--- src/rtl/mips_pkg.sv ---
// Shared MIPS front-end types and constants: instruction width, NOP encoding,
// fetch FSM state encoding and the sequential PC step.
package mips_pkg;
   localparam int               INSTR_W   = 32;
   localparam logic [INSTR_W-1:0] NOP_INSTR = 32'h0000_0000;
   localparam int               PC_INC    = 4;

   typedef enum logic [1:0] {IDLE, REQ, WAIT, HOLD} fetch_state_e;
endpackage

--- src/rtl/fetch_skid_buf.sv ---
// One-entry {instr, pc4} parking slot for a word that returned while ID was stalled.
module fetch_skid_buf
   import mips_pkg::*;
#(
   parameter int ADDR_W = 32
) (
   input  logic               clk,
   input  logic               rst,
   input  logic               load,
   input  logic               drop,
   input  logic [INSTR_W-1:0] instr_in,
   input  logic [ADDR_W-1:0]  pc4_in,
   output logic               valid,
   output logic [INSTR_W-1:0] instr,
   output logic [ADDR_W-1:0]  pc4
);
   always_ff @(posedge clk) begin
      if (rst) begin
         valid <= 1'b0;
         instr <= NOP_INSTR;
         pc4   <= '0;
      end else if (drop) begin
         valid <= 1'b0;
      end else if (load) begin
         valid <= 1'b1;
         instr <= instr_in;
         pc4   <= pc4_in;
      end
   end
endmodule

--- src/rtl/instr_fetch_unit.sv ---
// MIPS IF stage: owns PC, one outstanding imem fetch, IF/ID register with skid buffer.
// BRANCH_DELAY_SLOT_EN: keep the word at the current pc and apply redirects after it.
module instr_fetch_unit
   import mips_pkg::*;
#(
   parameter int                ADDR_W   = 32,
   parameter logic [ADDR_W-1:0] RESET_PC = '0
) (
   input  logic               clk,
   input  logic               rst,
   output logic               imem_req,
   output logic [ADDR_W-1:0]  imem_addr,
   input  logic               imem_gnt,
   input  logic               imem_rvalid,
   input  logic [INSTR_W-1:0] imem_rdata,
   input  logic               id_stall,
   input  logic               redirect_valid,
   input  logic [ADDR_W-1:0]  redirect_target,
   output logic               if_id_valid,
   output logic [INSTR_W-1:0] if_id_instr,
   output logic [ADDR_W-1:0]  if_id_pc4
);
   fetch_state_e       state, state_d;
   logic               kill, kill_d;
   logic [ADDR_W-1:0]  pc, pc_d, pc_inc, redir_pc;
   logic               rdata_ok, direct_load, park, skid_release, advance, squash;
   logic               skid_valid;
   logic [INSTR_W-1:0] skid_instr;
   logic [ADDR_W-1:0]  skid_pc4;
   logic               unused_bits;

   assign unused_bits = ^redirect_target[1:0];
   assign pc_inc      = pc + ADDR_W'(PC_INC);
   assign redir_pc    = {redirect_target[ADDR_W-1:2], 2'b00};
   assign imem_req    = (state == REQ);
   assign imem_addr   = pc;

   assign rdata_ok     = (state == WAIT) && imem_rvalid && !kill;
   assign direct_load  = rdata_ok && (!if_id_valid || !id_stall);
   assign park         = rdata_ok && if_id_valid && id_stall;
   assign skid_release = (state == HOLD) && !id_stall;
   // The word at pc has been handed to IF/ID this cycle, so pc may move on.
   assign advance      = direct_load || skid_release;

`ifdef BRANCH_DELAY_SLOT_EN
   logic              pend_valid, pend_d;
   logic [ADDR_W-1:0] pend_target, pend_tgt_d;
   assign squash = 1'b0;
`else
   assign squash = redirect_valid;
`endif

   always_comb begin
      state_d = state;
      kill_d  = kill;
      pc_d    = pc;
      case (state)
         IDLE: state_d = REQ;
         REQ:  if (imem_gnt) state_d = WAIT;
         WAIT: if (imem_rvalid) begin
            kill_d  = 1'b0;
            state_d = park ? HOLD : REQ;
         end
         HOLD: if (!id_stall) state_d = REQ;
         default: state_d = IDLE;
      endcase
      if (advance) pc_d = pc_inc;
`ifdef BRANCH_DELAY_SLOT_EN
      pend_d     = pend_valid;
      pend_tgt_d = pend_target;
      if (advance) begin
         pc_d   = redirect_valid ? redir_pc : (pend_valid ? pend_target : pc_inc);
         pend_d = 1'b0;
      end else if (redirect_valid) begin
         pend_d     = 1'b1;
         pend_tgt_d = redir_pc;
      end
`else
      if (redirect_valid) begin
         pc_d = redir_pc;
         case (state)
            REQ:  if (imem_gnt) kill_d = 1'b1;
            // Data arriving with the redirect is dropped; nothing left in flight.
            WAIT: begin
               kill_d  = !imem_rvalid;
               state_d = imem_rvalid ? REQ : WAIT;
            end
            HOLD: state_d = REQ;
            default: ;
         endcase
      end
`endif
   end

   always_ff @(posedge clk) begin
      if (rst) begin
         state       <= IDLE;
         kill        <= 1'b0;
         pc          <= RESET_PC;
         if_id_valid <= 1'b0;
         if_id_instr <= NOP_INSTR;
         if_id_pc4   <= '0;
      end else begin
         state <= state_d;
         kill  <= kill_d;
         pc    <= pc_d;
         if (squash) begin
            if_id_valid <= 1'b0;
         end else if (direct_load) begin
            if_id_valid <= 1'b1;
            if_id_instr <= imem_rdata;
            if_id_pc4   <= pc_inc;
         end else if (skid_release) begin
            if_id_valid <= 1'b1;
            if_id_instr <= skid_instr;
            if_id_pc4   <= skid_pc4;
         end else if (!id_stall) begin
            if_id_valid <= 1'b0;
         end
      end
   end

`ifdef BRANCH_DELAY_SLOT_EN
   always_ff @(posedge clk) begin
      if (rst) begin
         pend_valid  <= 1'b0;
         pend_target <= '0;
      end else begin
         pend_valid  <= pend_d;
         pend_target <= pend_tgt_d;
      end
   end
`endif

   fetch_skid_buf #(.ADDR_W(ADDR_W)) u_skid (
      .clk      (clk),
      .rst      (rst),
      .load     (park && !squash),
      .drop     (skid_release || squash),
      .instr_in (imem_rdata),
      .pc4_in   (pc_inc),
      .valid    (skid_valid),
      .instr    (skid_instr),
      .pc4      (skid_pc4)
   );
endmodule

--- config.mk ---
export PLATFORM = sky130hd
export DESIGN_NAME = instr_fetch_unit
export DESIGN_NICKNAME = d
export VERILOG_FILES = /design/src/rtl/mips_pkg.sv /design/src/rtl/fetch_skid_buf.sv /design/src/rtl/instr_fetch_unit.sv
export SDC_FILE = /design/constraint.sdc
export NUM_CORES = 1
export LEC_CHECK = 0
export BUFFER_PORTS_ARGS = -buffer_cell sky130_fd_sc_hd__buf_2
export CAP_MARGIN = 20
export CORE_ASPECT_RATIO = 2
export CORE_MARGIN = 5
export CORE_UTILIZATION = 40
export CTS_BUF_LIST = sky130_fd_sc_hd__clkbuf_8
export CTS_CLUSTER_SIZE = 24
export DETAILED_ROUTE_END_ITERATION = 10
export SYNTH_ARGS = -nofsm -noshare
export SYNTH_HDL_FRONTEND = slang
export SYNTH_SLANG_ARGS = --single-unit
--- constraint.sdc ---
create_clock -name clk -period 3.4 [get_ports clk]
set_clock_uncertainty 0.2 [all_clocks]
set_input_delay 0.68 -clock clk [delete_from_list [all_inputs] [get_ports clk]]
set_output_delay 0.68 -clock clk [all_outputs]
set_load 0.05 [all_outputs]
; ---- Word level (Yosys, flattened, before mapping)
; Index checks and enable logic that the tools add are counted.
[word_totals]
ff_bits = 164
in_bits = 70
output_inout_bits = 98
wordCells = 59
[classes]
addsub = 1
n_eq_ne = 4
muxes = 22
bitwise = 2
reduce_logical = 21
[ops]
columns = op, n
row1 = 32-bit 2-to-1 mux, 6
row2 = "32-bit by 3-bit adder with 32-bit output, second input constant", 1
row3 = 2-bit 2-to-1 mux, 6
row4 = 2-bit one-hot mux with 4 select lines, 1
row5 = 1-bit logical AND, 7
row6 = 1-bit 2-to-1 mux, 7
row7 = 1-bit logical NOT, 5
row8 = "2-bit == test, second input constant", 2
row9 = 2-bit one-hot mux with 2 select lines, 1
row10 = 2-bit AND reduction, 2
row11 = 2-bit nonzero test, 2
row12 = 1-bit logical OR, 3
row13 = "3-bit by 1-bit != test with 1-bit output, second input constant", 1
row14 = "2-bit by 1-bit == test with 1-bit output, second input constant", 1
row15 = 2-bit logical NOT, 1
row16 = 1-bit inverter, 2
row17 = 1-bit one-hot mux with 2 select lines, 1
row18 = 2-bit OR reduction, 1

; ---- Logic depth before layout (Yosys ltp)
; Gate-level depths: netlist (run 1).
[logic_depth]
depth_word = 10
depth_mapped = 9
ltp_nobuf = 7

; ---- Hierarchy
; A second synthesis (run 1) with hierarchy kept.
[hier_totals]
hier_cells = 968
hier_area_um2 = 8468.1
[by_module_without_submodules]
columns = module, n_inst, cells_per_inst, area_per_inst_um2, seq_area_each_um2
row1 = instr_fetch_unit, 1, 673, 5273.8, 1961.9
row2 = fetch_skid_buf, 1, 295, 3194.3, 1301.2

; ---- Worst setup path before layout (run 1)
; No wires, ideal clock.
[synth_path]
path_type = register to register
startpoint = register pc[2] (netlist: imem_addr[2])
endpoint = register pc[24] (netlist: imem_addr[24])
setup_time_ps = 86
t_arrival_ps = 2278
required_ps = 3114
path_slack_ps = 837
path_stages_with_launch = 7
path_buffers = 0
synth_period_minus_slack_ps = 2563
path_cell_list = dfxtp_1 > ha_1 > nand3_2 > nor4_1 > nand3_1 > xor2_1 > a211oi_1
[synth_via]
elab_chain_cells = 3
[synth_rtl]
columns = item, line_no
row1 = start: declaration, instr_fetch_unit.sv:25  ; logic [ADDR_W-1:0] pc, pc_d, pc_inc, redir_pc;
row2 = start signal: assignment, instr_fetch_unit.sv:106  ; pc <= pc_d;
row3 = 32-bit by 3-bit adder with 32-bit output, instr_fetch_unit.sv:33  ; assign pc_inc = pc + ADDR_W'(PC_INC);
row4 = 32-bit 2-to-1 mux, instr_fetch_unit.sv:67  ; if (advance) pc_d = pc_inc;
row5 = 32-bit 2-to-1 mux, instr_fetch_unit.sv:79  ; if (redirect_valid) begin
; No other way between the ends. The select of a mux whose other input is x is not followed.
; A chain may end at the register's enable or synchronous reset.

; ---- Final worst setup path (run 1)
[layout_path]
startpoint = register state[1]
endpoint = register if_id_instr[15]
[layout_via]
elab_chain_cells = 6
elab_cells_between_ends = 9
classes_between = eq/ne (2) / mux (1) / reduce/logical (6)
[layout_rtl]
columns = item, line_no
row1 = start: declaration, instr_fetch_unit.sv:23  ; fetch_state_e state, state_d;
row2 = start signal: assignment, instr_fetch_unit.sv:104  ; state <= state_d;
row3 = 2-bit == test, instr_fetch_unit.sv:38  ; assign rdata_ok = (state == WAIT) && imem_rvalid && !kill;
row4 = 1-bit logical AND (2 in a row), instr_fetch_unit.sv:38
row5 = 1-bit logical AND, instr_fetch_unit.sv:39  ; assign direct_load = rdata_ok && (!if_id_valid || !id_stall);
row6 = 2-bit nonzero test (no source line), n/a
row7 = 2-bit AND reduction (no source line), n/a
row8 = end signal: assignment, instr_fetch_unit.sv:111  ; if_id_instr <= imem_rdata;
row9 = end signal: assignment, instr_fetch_unit.sv:115  ; if_id_instr <= skid_instr;
row10 = end: declaration, instr_fetch_unit.sv:20  ; output logic [INSTR_W-1:0] if_id_instr,
; Several ways; a longest one is shown, not always the timed one.

==> out/metrics.yaml, run 1 <==
crit_type: "flip-flop to flip-flop"
mostFrequentLayoutCell: "nand2_1"
cts_buffer_depth: 2
vdd_ir_drop_max_mv: 0.293
syn_area_per_cell_um2: 8.16
dp_slack_ns: 0.748
die_x_um: 104
crit_path_end_kind: "flip-flop"
core_area_mm2: 0.0176
htreeDepth: 4
clk_pin_slew_ns: 0.09
grt_pass1_vias: 6205
async_flop_share: 0
tightest_slew_ns: 0.663
synth_warnings: 0
p_leak_nw: 3.04
hold_viol: 0
status: "completed"
postCtsSetupBuffers: 0
netlist-cell-type-count: 51
cts-root-buf: "clkbuf_8"
die_h_um: 198
hp-class: "flip-flop to flip-flop"
worstHoldPathCells: 2
drive_gt1_frac: 0.226
drc: 0
start_util: 0.403
setup_viol: 0
worstRegToRegCells: 7
cts_made_buffers: 17
cp_data_required_time_ns: 3.55
path_max_fanout: 48
netlist_area_mm2: 0.00710
grt_max_degree: 88
nets: 1069
synth_edf_count: 0
drt-initial-drc-count: 254
hold_slack_ns: 0.248
postCtsHoldBufs: 0
ios: 168
arrival_ns: 2.76
fin_ws_ns: 0.787
cp-start-kind: "flip-flop"
grt_overflow_total: 0
post_cts_resized: 0
final_max_slew_viol_count: 0
final_cell_mix: "nand2_1, buf_2, dfxtp_1"
fin_crit_sh: 0.768
vias_per_cell: 5.33
fp-row-count: 69
fin_setup_tns_ns: 0
wl_per_cell_um: 15.4
antenna_cells: 0
ys_seq_area_frac: 0.446
portBuffers: 161
fmax_ghz: 0.383
grt_pass1_wl_um: 31600
antenna_found_initial: 0
grt.total_usage: 0.184
hpwl_um: 12800
drv_cap: 0
numClockSinks: 158
syn_to_final_growth_pct: 19.3
vias: 6498
gp_congestion: 0.788
synth-seq-cells: 158
tritoncts: "built"
syn_inst: 870
power_density_mw_per_mm2: 436
ys.flop_type: "dfxtp_1"
ant_nets: 0
clk_latency_ns: 0.45
drt_wl_total_um: 18800
drtPass1Iterations: 4
period_minus_slack_ns: 2.61
slew_headroom: 0.554
dieArea_mm2: 0.0207
rsz0062_at_grt: "no"
logic make-up (layout without fill, tap and decap cells):
logic type / count (synthesis) / count (layout) / synth area share
adders and majority gates: 5 / 5 / 0.00881
and+or+nand+nor: 371 / 371 / 0.235
AOI/OAI and AO/OA: 198 / 198 / 0.195
other: 1 / 4 / 0.000528
DFF: 158 / 158 / 0.446
buffers and inverters: 83 / 216 / 0.0490
xor gates and xnor gates: 54 / 54 / 0.0666
critical path, stage by stage, from the launching register on:
cell and delay [ns]:
dfxtp_1 0.41, ha_1 0.31, and3b_1 0.26, a21boi_1 0.13
nor2_4 0.52, buf_12 0.30, nor2_1 0.07, a311oi_1 0.26
metrics by stage:
step	utilization	area [um2]	instances	total power [W]
finish	0.481	8470	1219	0.00369
global route	0.481	8470	1219	0.00385
CTS	0.481	8470	1219	0.00375
detailed placement	0.459	8080	1188	0.00235
global placement	0.459	8080	1188	0.00235
floorplan	-	7110	873	0.00223
path summary, 6_finish.rpt:
path                       from               to  slack, ns
setup / recovery       state[1]  if_id_instr[15]       0.79
hold / removal    if_id_pc4[15]    if_id_pc4[15]       0.25
setup reg to reg       state[1]  if_id_instr[15]       0.79
hold reg to reg   if_id_pc4[15]    if_id_pc4[15]       0.25
area by class of cell:
cell class / count / area (um2)
Clock inverter: 13 / 140
Sequential cell: 158 / 3160
Timing Repair Buffer: 178 / 998
Clock buffer: 18 / 248
Inverter: 7 / 26.3
Tap cell: 213 / 267
Fill cell: 1758 / 9140
Multi-Input combinational cell: 632 / 3630
where the power goes:
group	total (W)	switching, W	internal (W)
combinational	0.000368	0.000257	0.000110
clock	0.00139	0.000720	0.000669
sequential	0.00193	0.0000531	0.00188
total	0.00369	0.00103	0.00266
flip-flops by register name (all words and copies together) (netlist names):
register and count:
if_id_valid 1, u_skid.instr 32, imem_addr 30, state 2, if_id_pc4 30, kill 1, if_id_instr 32, u_skid.pc4 30
synthesized netlist by cell type (all sizes together), types with 2 or more instances:
| library cell | instances | area (um2) |
|---|---|---|
| a211oi | 50 | 385 |
| nor3 | 10 | 55.1 |
| and2 | 3 | 18.8 |
| nand3b | 4 | 30.0 |
| o21ai | 6 | 30.0 |
| o22ai | 13 | 81.3 |
| or3 | 5 | 32.5 |
| buf | 18 | 101 |
| nand4 | 17 | 143 |
| and4 | 2 | 17.5 |
| nand2b | 4 | 25.0 |
| o21bai | 2 | 15.0 |
| a211o | 11 | 96.3 |
| o211ai | 8 | 60.1 |
| inv | 6 | 22.5 |
| xor2 | 37 | 324 |
| nand4b | 2 | 17.5 |
| nor4 | 7 | 88.8 |
| nand3 | 17 | 90.1 |
| nand2 | 181 | 679 |
| a22oi | 11 | 82.6 |
| a21oi | 57 | 285 |
| dfxtp | 158 | 3160 |
| nor2 | 113 | 424 |
| a311oi | 37 | 324 |
| or2 | 2 | 12.5 |
| clkbuf | 58 | 220 |
| xnor2 | 17 | 149 |
| ha | 5 | 62.6 |
routing by layer:
layer  vias to the layer above  part of all wire  GRT usage
met5                         -                 0          0
met4                         0             0.018     0.0653
met3                        25             0.053     0.0370
met2                       188              0.48      0.302
met1                      3015              0.45      0.241
li1                       3270                 -          -
Note: power is estimated with default switching activity, not from simulation.
==> run 2, diff against run 1 <==
==> constraint.sdc (replaced) <==
create_clock -name clk -period 2.4 [get_ports clk]
set_clock_uncertainty 0.2 [all_clocks]
set_input_delay 0.48 -clock clk [delete_from_list [all_inputs] [get_ports clk]]
set_output_delay 0.48 -clock clk [all_outputs]
set_load 0.05 [all_outputs]
==> run 2 against run 1 <==
Compared with the run above:
- wire length increased by 2.7%
- final cell count rose by 2.1%
- global-route usage rose by 0.21 points
- sequential share of layout area decreased by 1.2 points
- worst hold slack got worse by 0.17 ns
- die area did not move
- critical endpoint is now u_skid.pc4[22]
- largest cell class unchanged
- flip-flop and latch count unchanged
- clock-buffer cell count shrank 1
- register-to-register slack got worse by 0.61 ns
==> out/metrics.yaml, run 2 (synthesis results as in run 1) <==
vias: 6588
clk_pin_slew_ns: 0.09
hp-class: "primary input to flip-flop"
die_h_um: 198
grt_pass1_vias: 6291
tightest_slew_ns: 0.650
drc: 0
path_max_fanout: 13
largest_registers: "if_id_instr (32), u_skid.instr (32)"
ios: 168
die_x_um: 104
tritoncts: "built"
syn_to_final_growth_pct: 23.5
wl_per_cell_um: 15.5
antenna_cells: 0
cts_made_buffers: 17
crit_start: "imem_addr[9]"
vdd_ir_drop_max_mv: 0.415
cts-root-buf: "clkbuf_8"
mostFrequentLayoutCell: "nand2_1"
drt-initial-drc-count: 228
power_density_mw_per_mm2: 646
fp-row-count: 69
drive_gt1_frac: 0.248
grt_overflow_total: 0
htreeDepth: 4
cp-start-kind: "flip-flop"
fin_setup_tns_ns: 0
drt_wl_total_um: 19300
crit_path_end_kind: "flip-flop"
dieArea_mm2: 0.0207
clk_latency_ns: 0.44
arrival_ns: 2.37
status: "completed"
hpwl_um: 13300
core_area_mm2: 0.0176
report.power.total_w: 0.00566
start_util: 0.403
period_minus_slack_ns: 2.23
grt_pass1_wl_um: 31900
final_cell_mix: "nand2_1, buf_2, dfxtp_1"
rsz0062_at_grt: "no"
portBuffers: 161
worstRegToRegCells: 6
final_max_slew_viol_count: 0
fin_crit_sh: 0.928
fmax_ghz: 0.449
nets: 1093
numClockSinks: 158
drtPass1Iterations: 4
setup_viol: 0
grt_max_degree: 101
antenna_found_initial: 0
hold_start: "imem_rdata[11]"
cts_buffer_depth: 2
gp_congestion: 0.819
drv_cap: 0
postCtsHoldBufs: 0
worstHoldPathCells: 3
grt.total_usage: 0.186
vias_per_cell: 5.30
cp_data_required_time_ns: 2.55
slew_headroom: 0.567
p_leak_nw: 3.23
ant_nets: 0
reg2reg_from: "imem_addr[9]"
hold_viol: 0
crit_type: "flip-flop to flip-flop"
[run 2: cell count changes in the layout (fill, tap and decap cells not counted), sizes merged]
cell      previous run  this run
buf                178       202
bufinv               2         6
clkinvlp             4         0
inv                  8        12
clkinv               6         4
clkbuf              18        17
[run 2: final cells by class]
class                   instances  area [um2]
clock buffers                  17         234
well taps                     213         267
fillers                      1783        8850
repair buffers                202        1190
inverters                       7        26.3
clock inverters                15         243
flip-flops and latches        158        3170
multi-input cells             632        3640
[run 2: repair_timing]
| action | 4_1_cts | 5_1_grt |
|---|---|---|
| gates resized for setup | 0 | 2 |
| setup endpoints to repair | 0 | 7 |
| buffers inserted | 0 | 1 |
[run 2: critical path: stages (launching register included)]
cell and delay [ns]:
dfxtp_1 0.47, nand4_4 0.29, nor4_4 0.44, buf_4 0.21
nand2_1 0.07, xor2_1 0.18, a211oi_1 0.26
[run 2: report_power, final]
part	switching (W)	internal, W	leakage, nW
Clock	0.00102	0.00135	0.250
Sequential	0.0000539	0.00267	1.28
Combinational	0.000395	0.000175	1.70
Total	0.00147	0.00419	3.23
[run 2: worst paths after layout]
check	to	slack, ns
worst max-delay path	u_skid.pc4[22]	0.17
worst min-delay path	u_skid.instr[11]	0.08
worst max register to register	u_skid.pc4[22]	0.17
worst min register to register	if_id_pc4[12]	0.25
[run 2: through the flow]
stage,std cells,hold WS (ns),util,setup WS (ns),area (um2)
3_5_place_dp,1211,0.243,0.470,0.205,8270
6_report,1244,0.0753,0.498,0.173,8770
3_3_place_gp,1211,0.237,0.470,0.240,8270
5_1_grt,1244,0.0405,0.498,0.00242,8770
4_1_cts,1243,0.0339,0.497,0.160,8750
2_1_floorplan,873,0.237,-,0.0249,7120
[run 2: routing by layer]
layer / part of all wire / track usage / up-vias
met5: 0 / 0 / -
met1: 0.46 / 0.241 / 3088
li1: - / - / 3320
met4: 0.015 / 0.0644 / 0
met2: 0.48 / 0.309 / 165
met3: 0.045 / 0.0370 / 15
